**config.mk**
```make
export PLATFORM = sky130hd
export DESIGN_NAME = iodelay2_tap_ctrl_flat
export DESIGN_NICKNAME = d
export VERILOG_FILES = /design/src/rtl/iodelay2_tap_ctrl_if.sv /design/src/rtl/iodelay2_tap_ctrl.sv /design/src/flat_wrapper.sv
export SDC_FILE = /design/constraint.sdc
export NUM_CORES = 1
export LEC_CHECK = 0
export ABC_AREA = 0
export CORE_MARGIN = 10
export CORE_UTILIZATION = 55
export DETAILED_ROUTE_END_ITERATION = 12
export PLACE_DENSITY = 0.84
export SLEW_MARGIN = 10
export SYNTH_ARGS = -nofsm -noshare
export SYNTH_HDL_FRONTEND = slang
export SYNTH_SLANG_ARGS = --single-unit
```
**constraint.sdc**
```tcl
create_clock -name clk -period 3 [get_ports clk]
set_input_delay 0.6 -clock clk [delete_from_list [all_inputs] [get_ports clk]]
set_output_delay 0.6 -clock clk [all_outputs]
set_load 0.1 [all_outputs]
```
**src/rtl/iodelay2_tap_ctrl_if.sv**
```systemverilog
// Command/status port between the tap controller and one IODELAY2 (or master/slave pair).
interface iodelay2_tap_ctrl_if;
    logic dly_cal;
    logic dly_rst;
    logic dly_ce;
    logic dly_inc;
    logic dly_busy;

    modport master (output dly_cal, output dly_rst, output dly_ce, output dly_inc, input dly_busy);
    modport slave  (input dly_cal, input dly_rst, input dly_ce, input dly_inc, output dly_busy);
endinterface

```
**src/rtl/iodelay2_tap_ctrl.sv**
```systemverilog
// IODELAY2 tap controller: power-up calibrate/reset, then single-tap steps with a shadow tap count.
// Optional macro IODLY_PERIODIC_CAL_EN adds automatic recalibration after RECAL_PERIOD idle cycles.
module iodelay2_tap_ctrl #(
    parameter int TAP_W        = 8,
    parameter int INIT_TAP     = 128,
    parameter int WRAP         = 1,
    parameter int GUARD        = 2,
    parameter int TIMEOUT      = 64,
    parameter int RECAL_PERIOD = 4096
) (
    input  logic                   clk,
    input  logic                   rst_n,
    input  logic                   start,
    input  logic                   step_req,
    input  logic                   step_inc,
    output logic                   step_rdy,
    output logic [TAP_W-1:0]       tap,
    output logic                   err,
    iodelay2_tap_ctrl_if.master    dly
);

    localparam int CNT_W = $clog2(TIMEOUT + 1);
    localparam logic [TAP_W-1:0] TAP_MAX = '1;

    typedef enum logic [3:0] {
        S_IDLE      = 4'd0,
        S_CAL       = 4'd1,
        S_CAL_WAIT  = 4'd2,
        S_RST       = 4'd3,
        S_RST_WAIT  = 4'd4,
        S_READY     = 4'd5,
        S_STEP      = 4'd6,
        S_STEP_WAIT = 4'd7,
        S_FAIL      = 4'd8
    } state_t;

    state_t             state_r, state_s;
    logic [CNT_W-1:0]   cnt_r, cnt_s;
    logic [TAP_W-1:0]   tap_s;
    logic               recal_r, recal_s;
    logic [1:0]         rst_sync_r;
    logic               run_s;
    logic               wait_done_s, wait_to_s;
    logic               expire_s, near_s;

    function automatic logic [TAP_W-1:0] tap_inc(input logic [TAP_W-1:0] t);
        if ((WRAP == 0) && (t == TAP_MAX)) return t;
        else return t + TAP_W'(1);
    endfunction

    function automatic logic [TAP_W-1:0] tap_dec(input logic [TAP_W-1:0] t);
        if ((WRAP == 0) && (t == '0)) return t;
        else return t - TAP_W'(1);
    endfunction

    // Reset release synchroniser; the FSM only leaves IDLE once this has settled
    always_ff @(posedge clk or negedge rst_n) begin
        if (!rst_n) rst_sync_r <= 2'b00;
        else        rst_sync_r <= {rst_sync_r[0], 1'b1};
    end

    assign run_s       = rst_sync_r[1];
    // cnt_r counts cycles since the command pulse (pulse cycle = 0)
    assign wait_done_s = (cnt_r >= CNT_W'(GUARD)) && !dly.dly_busy;
    assign wait_to_s   = (cnt_r >= CNT_W'(TIMEOUT));

`ifdef IODLY_PERIODIC_CAL_EN
    localparam int IDLE_W = (RECAL_PERIOD > 2) ? $clog2(RECAL_PERIOD) : 1;
    logic [IDLE_W-1:0] idle_r, idle_s;

    assign expire_s = (state_r == S_READY) && (idle_r == IDLE_W'(RECAL_PERIOD - 1));
    assign near_s   = (idle_s == IDLE_W'(RECAL_PERIOD - 1));

    // Idle counter: runs only while the FSM stays in READY
    always_comb begin
        idle_s = '0;
        if ((state_r == S_READY) && (state_s == S_READY)) idle_s = idle_r + IDLE_W'(1);
        else idle_s = '0;
    end

    // Idle counter register
    always_ff @(posedge clk or negedge rst_n) begin
        if (!rst_n) idle_r <= '0;
        else        idle_r <= idle_s;
    end
`else
    assign expire_s = 1'b0;
    assign near_s   = 1'b0;
`endif

    // Next-state, wait counter and shadow tap update
    always_comb begin
        state_s = state_r;
        cnt_s   = '0;
        tap_s   = tap;
        recal_s = recal_r;
        case (state_r)
            S_IDLE: begin
                if (start && run_s) begin state_s = S_CAL; recal_s = 1'b0; end
                else state_s = S_IDLE;
            end
            S_CAL:  begin state_s = S_CAL_WAIT; cnt_s = CNT_W'(1); end
            S_RST:  begin state_s = S_RST_WAIT; cnt_s = CNT_W'(1); end
            S_STEP: begin state_s = S_STEP_WAIT; cnt_s = CNT_W'(1); end
            S_CAL_WAIT, S_RST_WAIT, S_STEP_WAIT: begin
                cnt_s = cnt_r + CNT_W'(1);
                if (wait_done_s) begin
                    if (state_r == S_CAL_WAIT && !recal_r) begin
                        state_s = S_RST;
                        tap_s   = TAP_W'(INIT_TAP);
                    end else begin
                        state_s = S_READY;
                    end
                end else if (wait_to_s) begin
                    state_s = S_FAIL;
                end else begin
                    state_s = state_r;
                end
            end
            S_READY: begin
                if (start) begin
                    state_s = S_CAL;
                    recal_s = 1'b0;
                end else if (expire_s) begin
                    state_s = S_CAL;
                    recal_s = 1'b1;
                end else if (step_req) begin
                    state_s = S_STEP;
                    tap_s   = step_inc ? tap_inc(tap) : tap_dec(tap);
                end else begin
                    state_s = S_READY;
                end
            end
            S_FAIL: begin
                if (start) begin state_s = S_CAL; recal_s = 1'b0; end
                else state_s = S_FAIL;
            end
            default: state_s = S_IDLE;
        endcase
    end

    // State and registered outputs, all decoded from the next state
    always_ff @(posedge clk or negedge rst_n) begin
        if (!rst_n) begin
            state_r     <= S_IDLE;
            cnt_r       <= '0;
            recal_r     <= 1'b0;
            tap         <= '0;
            step_rdy    <= 1'b0;
            err         <= 1'b0;
            dly.dly_cal <= 1'b0;
            dly.dly_rst <= 1'b0;
            dly.dly_ce  <= 1'b0;
            dly.dly_inc <= 1'b0;
        end else begin
            state_r     <= state_s;
            cnt_r       <= cnt_s;
            recal_r     <= recal_s;
            tap         <= tap_s;
            step_rdy    <= (state_s == S_READY) && !near_s;
            err         <= (state_s == S_FAIL);
            dly.dly_cal <= (state_s == S_CAL);
            dly.dly_rst <= (state_s == S_RST);
            dly.dly_ce  <= (state_s == S_STEP);
            dly.dly_inc <= (state_s == S_STEP) && step_inc;
        end
    end

endmodule
```
**src/flat_wrapper.sv**
```systemverilog
// flat-port wrapper written by rule: the top's interface ports become plain ports
module iodelay2_tap_ctrl_flat 
#(
    parameter int TAP_W        = 8,
    parameter int INIT_TAP     = 128,
    parameter int WRAP         = 1,
    parameter int GUARD        = 2,
    parameter int TIMEOUT      = 64,
    parameter int RECAL_PERIOD = 4096
)
  (clk, rst_n, start, step_req, step_inc, step_rdy, tap, err, dly_dly_cal, dly_dly_rst, dly_dly_ce, dly_dly_inc, dly_dly_busy);
  iodelay2_tap_ctrl_if dly_i ();
  input  logic clk;
  input  logic rst_n;
  input  logic start;
  input  logic step_req;
  input  logic step_inc;
  output logic step_rdy;
  output logic [TAP_W-1:0] tap;
  output logic err;
  output wire logic [$bits(dly_i.dly_cal)-1:0] dly_dly_cal;
  output wire logic [$bits(dly_i.dly_rst)-1:0] dly_dly_rst;
  output wire logic [$bits(dly_i.dly_ce)-1:0] dly_dly_ce;
  output wire logic [$bits(dly_i.dly_inc)-1:0] dly_dly_inc;
  input wire logic [$bits(dly_i.dly_busy)-1:0] dly_dly_busy;
  assign dly_dly_cal = dly_i.dly_cal;
  assign dly_dly_rst = dly_i.dly_rst;
  assign dly_dly_ce = dly_i.dly_ce;
  assign dly_dly_inc = dly_i.dly_inc;
  assign dly_i.dly_busy = dly_dly_busy;
  iodelay2_tap_ctrl #(.TAP_W(TAP_W), .INIT_TAP(INIT_TAP), .WRAP(WRAP), .GUARD(GUARD), .TIMEOUT(TIMEOUT), .RECAL_PERIOD(RECAL_PERIOD)) u_core (.clk(clk), .rst_n(rst_n), .start(start), .step_req(step_req), .step_inc(step_inc), .step_rdy(step_rdy), .tap(tap), .err(err), .dly(dly_i));
endmodule
```
==> metrics, run 1 <==
Die Y=a little over 70 um; largest net degree at the start of global routing=28; via count of the first global-routing pass=about 1200; Via-to-Cell Ratio=a little under 6; Synth top area share=a little under half; worst reg-to-reg path cell count=5; cell area after placement=around 1700 um^2; post-synthesis simple-gate area fraction=approximately 16%; post_cts resized=0; die outline width=about 72 um; standard cell with the maximum stage delay on the critical path=sky130_fd_sc_hd__clkdlybuf4s50_1; syn nets=161; I/O pin total=20; sum of negative setup slack=0 ps; switching power summed over all nets=0.994 mW; total setup buffers inserted after CTS=0; CTS tree=built; largest stage delay on the critical path=550 ps; # DRC=0; worst min-delay path category=reg2reg; non-filler instance count after layout=200; CP top delay family=buffers and inverters; number of vias in the routed layout=about 1200; worst min-delay path endpoint=u_core.rst_sync_r[1]$_DFF_PN0_; type of element launching the critical path=input pin; fraction of final layout cells with drive strength greater than 1=between 10 and 15%; PD cells=roughly 1100 nW/um^2; endpoint of the worst register-to-register path=u_core.dly.dly_cal$_DFF_PN0_; Post-Route Skew=about 2.1 ps; total length of routed met2 wires=roughly 1500 um; switching share of power=53.0%; number of standard cells after synthesis=roughly 150; initial drt markers=58; placer's final routability congestion estimate=0.896; number of synthesized register bits=27; Most used DFF post-synth=sky130_fd_sc_hd__dfrtp_1; number of cells in the design after placement=approximately 200; Initial Utilization=between 50% and 60%; hold path depth=0; combinational share of power=61.7%; metal3 WL=approximately 97 um; total half-perimeter wirelength after legalization and detailed placement=approximately 2300 um; wirelength, routed=around 2900 um; clock sinks=27; number of max-slew violations in the final report=0; worst path required time=approximately 3200 ps; CTS hold repair buffers=0; Leakage=a little over 0.8 nW; clock-pin slew on the worst setup and hold paths=between 100 and 150 ps; global-route usage over all layers=~12%; Die Footprint=approximately 5100 um^2; slew of the pin with the lowest slew margin=about 490 ps; WS Path Type=in2reg; register-to-register path setup slack=between 900 and 1000 ps; biggest area consumer among synthesized cells=sky130_fd_sc_hd__dfrtp_1; main area contributors after synthesis=sky130_fd_sc_hd__dfrtp_1 (46%), sky130_fd_sc_hd__ha_1 (6.0%), sky130_fd_sc_hd__a21oi_1 (4.1%), sky130_fd_sc_hd__nor2_1 (3.8%), sky130_fd_sc_hd__xnor2_1 (3.6%); Max rail drop VDD=just over 0.8 mV; warning count from the yosys run=0; count of cell types in the netlist=40; clock latency on the worst-skew pair=around 320 ps; post-layout power=approximately 1.9 mW; part of the total power dissipated in sequential elements=29.9%; Clk pwr share=slightly above 8%; arrival time worst endpoint=around 2700 ps; number of port buffers=19; hold violation total from the final report=0; global route total overflow=0; post-synthesis sequential area ratio=46.0%; origin of the worst min-delay path=u_core.rst_sync_r[0]$_DFF_PN0_; largest fanout on the critical path=7; top sig layer=met4; number of max-capacitance violations reported=0; cells traversed along the worst timing path=clkdlybuf4s50_1 > inv_1 > ha_1 > o21ai_0 > a21oi_1 > o21a_1 > or3_1 > a32o_1; First-pass DRT Iterations=4; CTS HTree Levels=1; Max Fclk=a little over 400 MHz; Final Setup Violations=0; mux cell area share after synthesis=under 10%; minimum setup slack after placement=between 150 and 200 ps; first-pass GRT wire length=between 5000 and 6000 um; layout-stage area growth over the synthesis result=14.7%; Period minus WS final=around 2500 ps; result of the run=finished clean; number of antenna diodes=0; number of nets in the finished design=185; DRT antenna net count=0; Rows=18; wire length on met1=between 1000 and 1500 um; P_int=just under 0.9 mW; Final WS setup=slightly above 500 ps; number of synthesized flops with an enable pin=0; async set-or-reset flop fraction in the synthesized netlist=between 90% and 100%; Placeable Area=between 2000 and 3000 um^2; post-route standard cell area excluding fillers=around 1700 um^2; setup repair after global routing missed its margin=false; Crit. End Element=flop; antenna violations before repair=0; combinational family with the most area after synthesis=compound AO/OA/AOI/OAI gates; synthesized-area fraction occupied by adder cells=approximately 7.3%; Mapped Avg Cell Area=9.99 um^2; post-synth design cell area=around 1500 um^2; number of buffers on the longest clock path=2; Period Utilization, post-route=a little over 80%; Critical path buffers and inverters=2; commonest non-fill, non-tap cell in the layout=sky130_fd_sc_hd__dfrtp_1; commonest cells after routing, fill and taps aside=sky130_fd_sc_hd__dfrtp_1 (27), sky130_fd_sc_hd__buf_4 (17), sky130_fd_sc_hd__nor2_1 (15), sky130_fd_sc_hd__inv_1 (12), sky130_fd_sc_hd__a21oi_1 (12); cell chosen for the clock root=sky130_fd_sc_hd__clkbuf_4; Post-Synth XOR/XNOR Area=about 4.2%; origin of the critical flop-to-flop path=u_core.state_r[0]$_DFF_PN0_; Synth Area in Compound Gates=approximately 20%; number of clock buffers inserted by TritonCTS=3; wire length per cell=~14 um; worst slew slack as a fraction of its limit=around two thirds
==> state kept, by name, indices dropped and copies added, names as in the netlist <==
register            flops
u_core.tap              8
u_core.cnt_r            7
u_core.state_r          4
u_core.rst_sync_r       2
u_core.dly.dly_cal      1
u_core.dly.dly_ce       1
u_core.dly.dly_inc      1
u_core.dly.dly_rst      1
u_core.err              1
u_core.step_rdy         1
==> cell type report <==
| class | count | area (um^2) |
|---|---|---|
| well taps | 30 | 37.5 |
| flip-flops and latches | 27 | 676 |
| clock buffers | 3 | 22.5 |
| fillers | 198 | 837 |
| clock inverters | 1 | 5.00 |
| inverters | 12 | 45.0 |
| repair buffers | 22 | 178 |
| multi-input cells | 105 | 722 |
==> worst register-to-register path: cells and delay by family (launching register included) <==
kind	cells	cell delay (ps)
AND/OR/NAND/NOR	4	1060
AO/OA/AOI/OAI	1	450
flip-flops	1	490
==> power groups by stage <==
stage	logic [mW]	clock network, mW	registers, mW
global route	1.26	0.175	0.582
detailed placement	1.16	0	0.567
CTS	1.17	0.163	0.559
floorplan	0.581	0	0.939
global placement	1.14	0	0.566
finish	1.16	0.156	0.561
==> kinds of logic (layout without fill, tap and decap cells) <==
| group | after synthesis | count (layout) |
|---|---|---|
| AO/OA/AOI/OAI | 40 | 40 |
| XOR/XNOR | 7 | 7 |
| adder cells (fa/ha/maj) | 8 | 8 |
| buffers and inverters | 15 | 38 |
| flip-flops | 27 | 27 |
| multiplexers | 2 | 2 |
| other | 1 | 1 |
| AND/OR/NAND/NOR | 47 | 47 |
==> routing by layer <==
layer  global-route usage [%]  up-vias
met1                     14.5      566
met4                     4.30        0
li1                         -      573
met2                     21.0       15
met3                     2.62        2
met5                        0        -
==> per-stage QoR <==
stage,utilization (%),hold slack [ps]
3_3_place_gp,65.7,337
4_1_cts,66.8,374
2_1_floorplan,-,304
3_5_place_dp,65.7,342
5_1_grt,66.8,378
6_report,66.8,372
==> worst max-delay path by stage <==
stage | slack (ps) | start | cells after the start | to
2_1_floorplan | 560 | u_core.tap[0]$_DFFE_PN0P_ | 7 | u_core.tap[6]$_DFFE_PN0P_
3_3_place_gp | 270 | step_inc | 8 | u_core.tap[6]$_DFFE_PN0P_
3_5_place_dp | 170 | step_inc | 8 | u_core.tap[6]$_DFFE_PN0P_
4_1_cts | 520 | step_inc | 8 | u_core.tap[6]$_DFFE_PN0P_
5_1_grt | 460 | step_inc | 8 | u_core.tap[6]$_DFFE_PN0P_
6_report | 520 | step_inc | 8 | u_core.tap[6]$_DFFE_PN0P_
==> Yosys cell counts (all sizes together) (2+ instances only) <==
cell type  number
dfrtp          27
nor2           15
a21oi          12
inv            12
nand2           9
ha              7
nand2b          6
xnor2           6
a22o            4
nor4            4
o21ai           4
nand3           3
nor2b           3
a211oi          2
a21o            2
a31oi           2
a32o            2
buf             2
mux2i           2
nor3            2
o211a           2
o211ai          2
o22ai           2
Power figures use the tool's default switching activity.
==> inputs of run 2 (changes only) <==
--- a/config.mk
+++ b/config.mk
@@ -7,9 +7,9 @@
 export LEC_CHECK = 0
 export ABC_AREA = 0
 export CORE_MARGIN = 10
-export CORE_UTILIZATION = 55
+export CORE_UTILIZATION = 54
 export DETAILED_ROUTE_END_ITERATION = 12
-export PLACE_DENSITY = 0.84
+export PLACE_DENSITY = 0.83
 export SLEW_MARGIN = 10
 export SYNTH_ARGS = -nofsm -noshare
 export SYNTH_HDL_FRONTEND = slang
==> constraint.sdc (replaced) <==
create_clock -name clk -period 2.4 [get_ports clk]
set_input_delay 0.48 -clock clk [delete_from_list [all_inputs] [get_ports clk]]
set_output_delay 0.48 -clock clk [all_outputs]
set_load 0.1 [all_outputs]
==> metrics, run 2 (same netlist as run 1, synthesis figures left out) <==
Initial Utilization=57.7% (-0.52 points); I/O pin total=20 (unchanged); PD cells=1400 nW/um^2 (+26%); wire length per cell=15.0 um (+3.4%); clock latency on the worst-skew pair=330 ps (about the same); combined flip-flop and latch cell area=677 um^2 (+0.19%); hold_ws=372 ps (-0.170 ps); CTS HTree Levels=1 (unchanged); Placeable Area=2540 um^2 (+0.89%); post-route standard cell area excluding fillers=1750 um^2 (+4.0%); WS Path Type=in2reg; type of element launching the critical path=input pin; via count of the first global-routing pass=1203 (-0.25%); hold path depth=0 (unchanged); die outline width=72.2 um (+0.66%); share of the core filled with cells in the final layout=68.9% (+2.1 points); number of antenna diodes=0 (unchanged); Crit. End Element=flop; minimum setup slack after placement=-120 ps (-290 ps); endpoint of the worst register-to-register path=u_core.dly.dly_cal$_DFF_PN0_; Die Y=72.2 um (+0.66%); origin of the worst min-delay path=u_core.rst_sync_r[0]$_DFF_PN0_; hold violation total from the final report=0 (unchanged); worst reg-to-reg path cell count=6 (+1); fraction of final layout cells with drive strength greater than 1=19.0% (+4.3 points); Final WS setup=212 ps (-308 ps); # DRC=0 (unchanged); commonest cells after routing, fill and taps aside=sky130_fd_sc_hd__buf_4 (26), sky130_fd_sc_hd__dfrtp_1 (26), sky130_fd_sc_hd__nor2_1 (15), sky130_fd_sc_hd__inv_1 (12), sky130_fd_sc_hd__a21oi_1 (12); Via-to-Cell Ratio=5.85 (+1.2%); initial drt markers=52 (-10%); clock sinks=27 (unchanged); Die Footprint=5210 um^2 (+1.3%); slew of the pin with the lowest slew margin=592 ps (+102 ps); top flop regs=u_core.tap x8, u_core.cnt_r x7, u_core.state_r x4; post_cts resized=0 (unchanged); worst min-delay path category=reg2reg; origin of the critical flop-to-flop path=u_core.state_r[0]$_DFF_PN0_; number of nets in the finished design=194 (+4.9%); Final Setup Violations=0 (unchanged); wirelength, routed=3130 um (+8.1%); area used by multi-input combinational logic=722 um^2 (unchanged); Max Fclk=roughly 460 MHz; CTS tree=built; largest fanout on the critical path=7 (unchanged); total setup buffers inserted after CTS=0 (unchanged); Max rail drop VDD=1.15 mV (+41%); antenna violations before repair=0 (unchanged); Leakage=0.861 nW (+4.8%); largest stage delay on the critical path=480 ps (-70 ps); CTS hold repair buffers=0 (unchanged); DRT antenna net count=0 (unchanged); placer's final routability congestion estimate=0.924 (+3.1%); number of port buffers=19 (unchanged); setup repair after global routing missed its margin=false; standard cell with the maximum stage delay on the critical path=sky130_fd_sc_hd__clkdlybuf4s50_1; number of vias in the routed layout=1222 (+5.7%); Rows=18 (unchanged); worst path required time=2630 ps (-600 ps); origin of the worst setup path=step_inc; flip-flop count of the largest register, all copies and words added=8 (unchanged); post-layout power=2.46 mW (+31%); number of max-slew violations in the final report=0 (unchanged); number of clock buffers inserted by TritonCTS=3 (unchanged); cell area after placement=1730 um^2 (+4.2%); worst min-delay path endpoint=u_core.rst_sync_r[1]$_DFF_PN0_; register-to-register path setup slack=290 ps (-650 ps); worst slew slack as a fraction of its limit=60.4% (-6.7 points); clock-pin slew on the worst setup and hold paths=130 ps (about the same); register with the most flip-flops=u_core.tap; first-pass GRT wire length=5370 um (+2.1%); number of max-capacitance violations reported=0 (unchanged); cells traversed along the worst timing path=clkdlybuf4s50_1 > inv_1 > ha_1 > o21ai_0 > a21oi_1 > o21a_1 > or3_1 > a32o_1; layout-stage area growth over the synthesis result=19.3%; Period minus WS final=around 2200 ps; global-route usage over all layers=12.5% (+0.33 points); number of buffers on the longest clock path=2 (unchanged); Period Utilization, post-route=91.2%; cell chosen for the clock root=sky130_fd_sc_hd__clkbuf_4; count of fill cells added during filler insertion=202 (+2.0%); Post-Route Skew=4.09 ps (+1.97 ps); arrival time worst endpoint=2420 ps (-290 ps); result of the run=finished clean; First-pass DRT Iterations=4 (unchanged); total half-perimeter wirelength after legalization and detailed placement=2360 um (+4.0%); Critical path buffers and inverters=2 (unchanged); largest net degree at the start of global routing=28 (unchanged); global route total overflow=0 (unchanged); CP top delay family=compound AO/OA/AOI/OAI gates
[run 2: changes by cell type in the layout (fill, tap and decap cells not counted)]
cell and change:
sky130_fd_sc_hd__dfrtp_1 -1, sky130_fd_sc_hd__buf_4 +9, sky130_fd_sc_hd__dfrtp_2 +1, sky130_fd_sc_hd__clkinv_2 -1, sky130_fd_sc_hd__clkbuf_1 +1
[run 2: per-stage QoR]
step,instances,setup TNS (ps)
2_1_floorplan,147,0
3_3_place_gp,205,-63.1
3_5_place_dp,205,-217
4_1_cts,209,0
5_1_grt,209,0
6_report,209,0
[run 2: layout make-up]
class                           instances  share of cell area, %
Timing Repair Buffer                   31                   14.0
Sequential cell                        27                   38.6
Clock buffer                            4                   1.50
Multi-Input combinational cell        105                   41.2
Inverter                               12                   2.57
Tap cell                               30                   2.14
[run 2: power breakdown]
| group | total (mW) | leakage [nW] | switching [mW] | internal, mW |
|---|---|---|---|---|
| clock network | 0.196 | 0.0150 | 0.131 | 0.0654 |
| registers | 0.695 | 0.350 | 0.120 | 0.575 |
| logic | 1.57 | 0.496 | 1.04 | 0.534 |
[run 2: layer usage]
metal  vias to the layer above  track usage, %  part of all wire, %
li1                        587               -                    -
met1                       582            16.2                   46
met2                        39            18.6                   44
met3                        14            3.54                  6.4
met4                         0            6.24                  2.8
met5                         -               0                    0
[run 2: worst max-delay path by stage]
stage	end	slack (ps)	cells after the start
3_5_place_dp	u_core.tap[6]$_DFFE_PN0P_	-120	8
6_report	u_core.tap[6]$_DFFE_PN0P_	210	8
5_1_grt	u_core.tap[6]$_DFFE_PN0P_	140	8
3_3_place_gp	u_core.tap[6]$_DFFE_PN0P_	-40	8
2_1_floorplan	u_core.tap[6]$_DFFE_PN0P_	40	6
4_1_cts	u_core.tap[6]$_DFFE_PN0P_	240	8
==> RTL change: new RTL, config.mk and constraints of run 1 <==
`TAP_W` is set to 8 in 2 places; all go to 6.
--- a/src/rtl/iodelay2_tap_ctrl.sv
+++ b/src/rtl/iodelay2_tap_ctrl.sv
@@ -3,3 +3,3 @@
 module iodelay2_tap_ctrl #(
-    parameter int TAP_W        = 8,
+    parameter int TAP_W        = 6,
     parameter int INIT_TAP     = 128,
--- a/src/flat_wrapper.sv
+++ b/src/flat_wrapper.sv
@@ -3,3 +3,3 @@
 #(
-    parameter int TAP_W        = 8,
+    parameter int TAP_W        = 6,
     parameter int INIT_TAP     = 128,
Interface: changed (resized tap); port bits go from 20 to 18. No check against the original RTL was run, so the function may have changed too.
==> RTL change against run 1 <==
- final area decreased by 5.3%
- combinational power decreased by 46%
- area after synthesis down 3.7%
- largest cell class unchanged
- total power decreased by 33%
- worst hold slack worse by 0.0033 ns
- maximum frequency is 0.43% lower
- setup slack lost 0.011 ns
- sequential cell count fell by 2
- register-to-register slack is essentially flat
- routed wire length fell by 0.31%
==> RTL change: results (changes against run 1) <==
| Metric | Value |
|---|---|
| RR Endpoint | `u_core.tap[5]$_DFFE_PN0P_ (was u_core.dly.dly_cal$_DFF_PN0_)` |
| Final Skew | `0.00911 ns (was 0.00212 ns)` |
| Met2 routed WL | `1.51 mm (was 1.45 mm)` |
| R2r startpoint | `u_core.tap[3]$_DFFE_PN0P_ (was u_core.state_r[0]$_DFF_PN0_)` |
| Worst VDD drop | `0.506 mV (was 0.812 mV)` |
| Vias per cell | `5.70 (was 5.78)` |
| M1 GR Usage | `11.8% (was 14.5%)` |
| DP Wirelength | `2.21 mm (was 2.27 mm)` |
| Seq/Total Area, Yosys | `44.2% (was 46.0%)` |
| Final wirelength | `2.88 mm (was 2.89 mm)` |
| 1st-iter DRT viols | `92 (was 58)` |
| First-pass GRT wire length | `4.91 mm (was 5.26 mm)` |
| Post-synth top cells | `dfrtp_1 (25), nor2_1 (11), inv_1 (8) (was dfrtp_1 (27), nor2_1 (15), a21oi_1 (12), inv_1 (12), nand2_1 (9))` |
| Largest registers | `u_core.cnt_r: 7 flops, u_core.tap: 6 flops, u_core.state_r: 4 flops (was u_core.tap: 8 flops, u_core.cnt_r: 7 flops, u_core.state_r: 4 flops)` |
| Layout cells sized above 1 | `19.1% (was 14.7%)` |
| Vias in the first global route | `1,107 (was 1,206)` |
| Worst R2R Path Depth | `6 (was 5)` |
| Crit-path leading delay family | `simple AND/OR/NAND/NOR gates (was buffers and inverters)` |
| Met2 GRT Util | `21.9% (was 21.0%)` |
| Leak pwr | `0.719 nW (was 0.822 nW)` |
| Routability cong. | `0.819 (was 0.896)` |
| Post-place instance area | `1570 µm² (was 1660 µm²)` |
| Synth Area in Compound Gates | `17.7% (was 19.6%)` |
| Max stage delay on crit path | `0.67 ns (was 0.55 ns)` |
| Tot GR Track Use | `11.6% (was 12.2%)` |
| Mapped Nets | `145 (was 161)` |
| Met3 wire length | `138 µm (was 97 µm)` |
| Wl on met1 | `1.18 mm (was 1.33 mm)` |
| Port Buffers | `17 (was 19)` |
| Synth Area in XOR/XNOR | `5.58% (was 4.17%)` |
| Status | `finished clean (unchanged)` |
| Largest net degree at the start of global routing | `26 (was 28)` |
| Fin crit period | `2.49 ns (was 2.48 ns)` |
| Yosys cell types | `44 (was 40)` |
| Slowest CP cell | `or4b_2 (was clkdlybuf4s50_1)` |
==> RTL change: changes by cell type after synthesis, sizes merged, moves of 3 or more <==
cell and change:
inv -4, a22o -4, xor2 +4, nor4 -3, nor2 -3, nor2b +4
a21oi -7, o21ai +6
==> RTL change: through the flow <==
stage | total power [mW] | std cells | hold WS (ns)
after floorplan | 0.979 | 133 | 0.304
after global placement | 1.07 | 178 | 0.333
after detailed placement | 1.10 | 178 | 0.337
after CTS | 1.26 | 182 | 0.369
after global routing | 1.32 | 182 | 0.384
final | 1.25 | 182 | 0.368
==> RTL change: power breakdown <==
group	switching (mW)	internal [mW]	total (mW)
clock network	0.109	0.0510	0.160
registers	0.0779	0.391	0.468
logic	0.410	0.213	0.623
total	0.597	0.655	1.25
==> RTL change: worst min path at each step <==
stage                                   start                             end  slack (ns)  cells after the start
2_1_floorplan                           rst_n       u_core.cnt_r[0]$_DFF_PN0_        0.30                      0
3_3_place_gp   u_core.rst_sync_r[0]$_DFF_PN0_  u_core.rst_sync_r[1]$_DFF_PN0_        0.33                      0
3_5_place_dp   u_core.rst_sync_r[0]$_DFF_PN0_  u_core.rst_sync_r[1]$_DFF_PN0_        0.34                      0
4_1_cts        u_core.rst_sync_r[0]$_DFF_PN0_  u_core.rst_sync_r[1]$_DFF_PN0_        0.37                      0
5_1_grt        u_core.rst_sync_r[0]$_DFF_PN0_  u_core.rst_sync_r[1]$_DFF_PN0_        0.38                      0
6_report       u_core.rst_sync_r[0]$_DFF_PN0_  u_core.rst_sync_r[1]$_DFF_PN0_        0.37                      0
==> RTL change: layout make-up <==
class,instances,area (µm²)
inverters,8,30.0
fillers,197,860
repair buffers,19,155
flip-flops and latches,25,626
multi-input cells,96,717
clock inverters,1,7.51
clock buffers,3,22.5
well taps,30,37.5
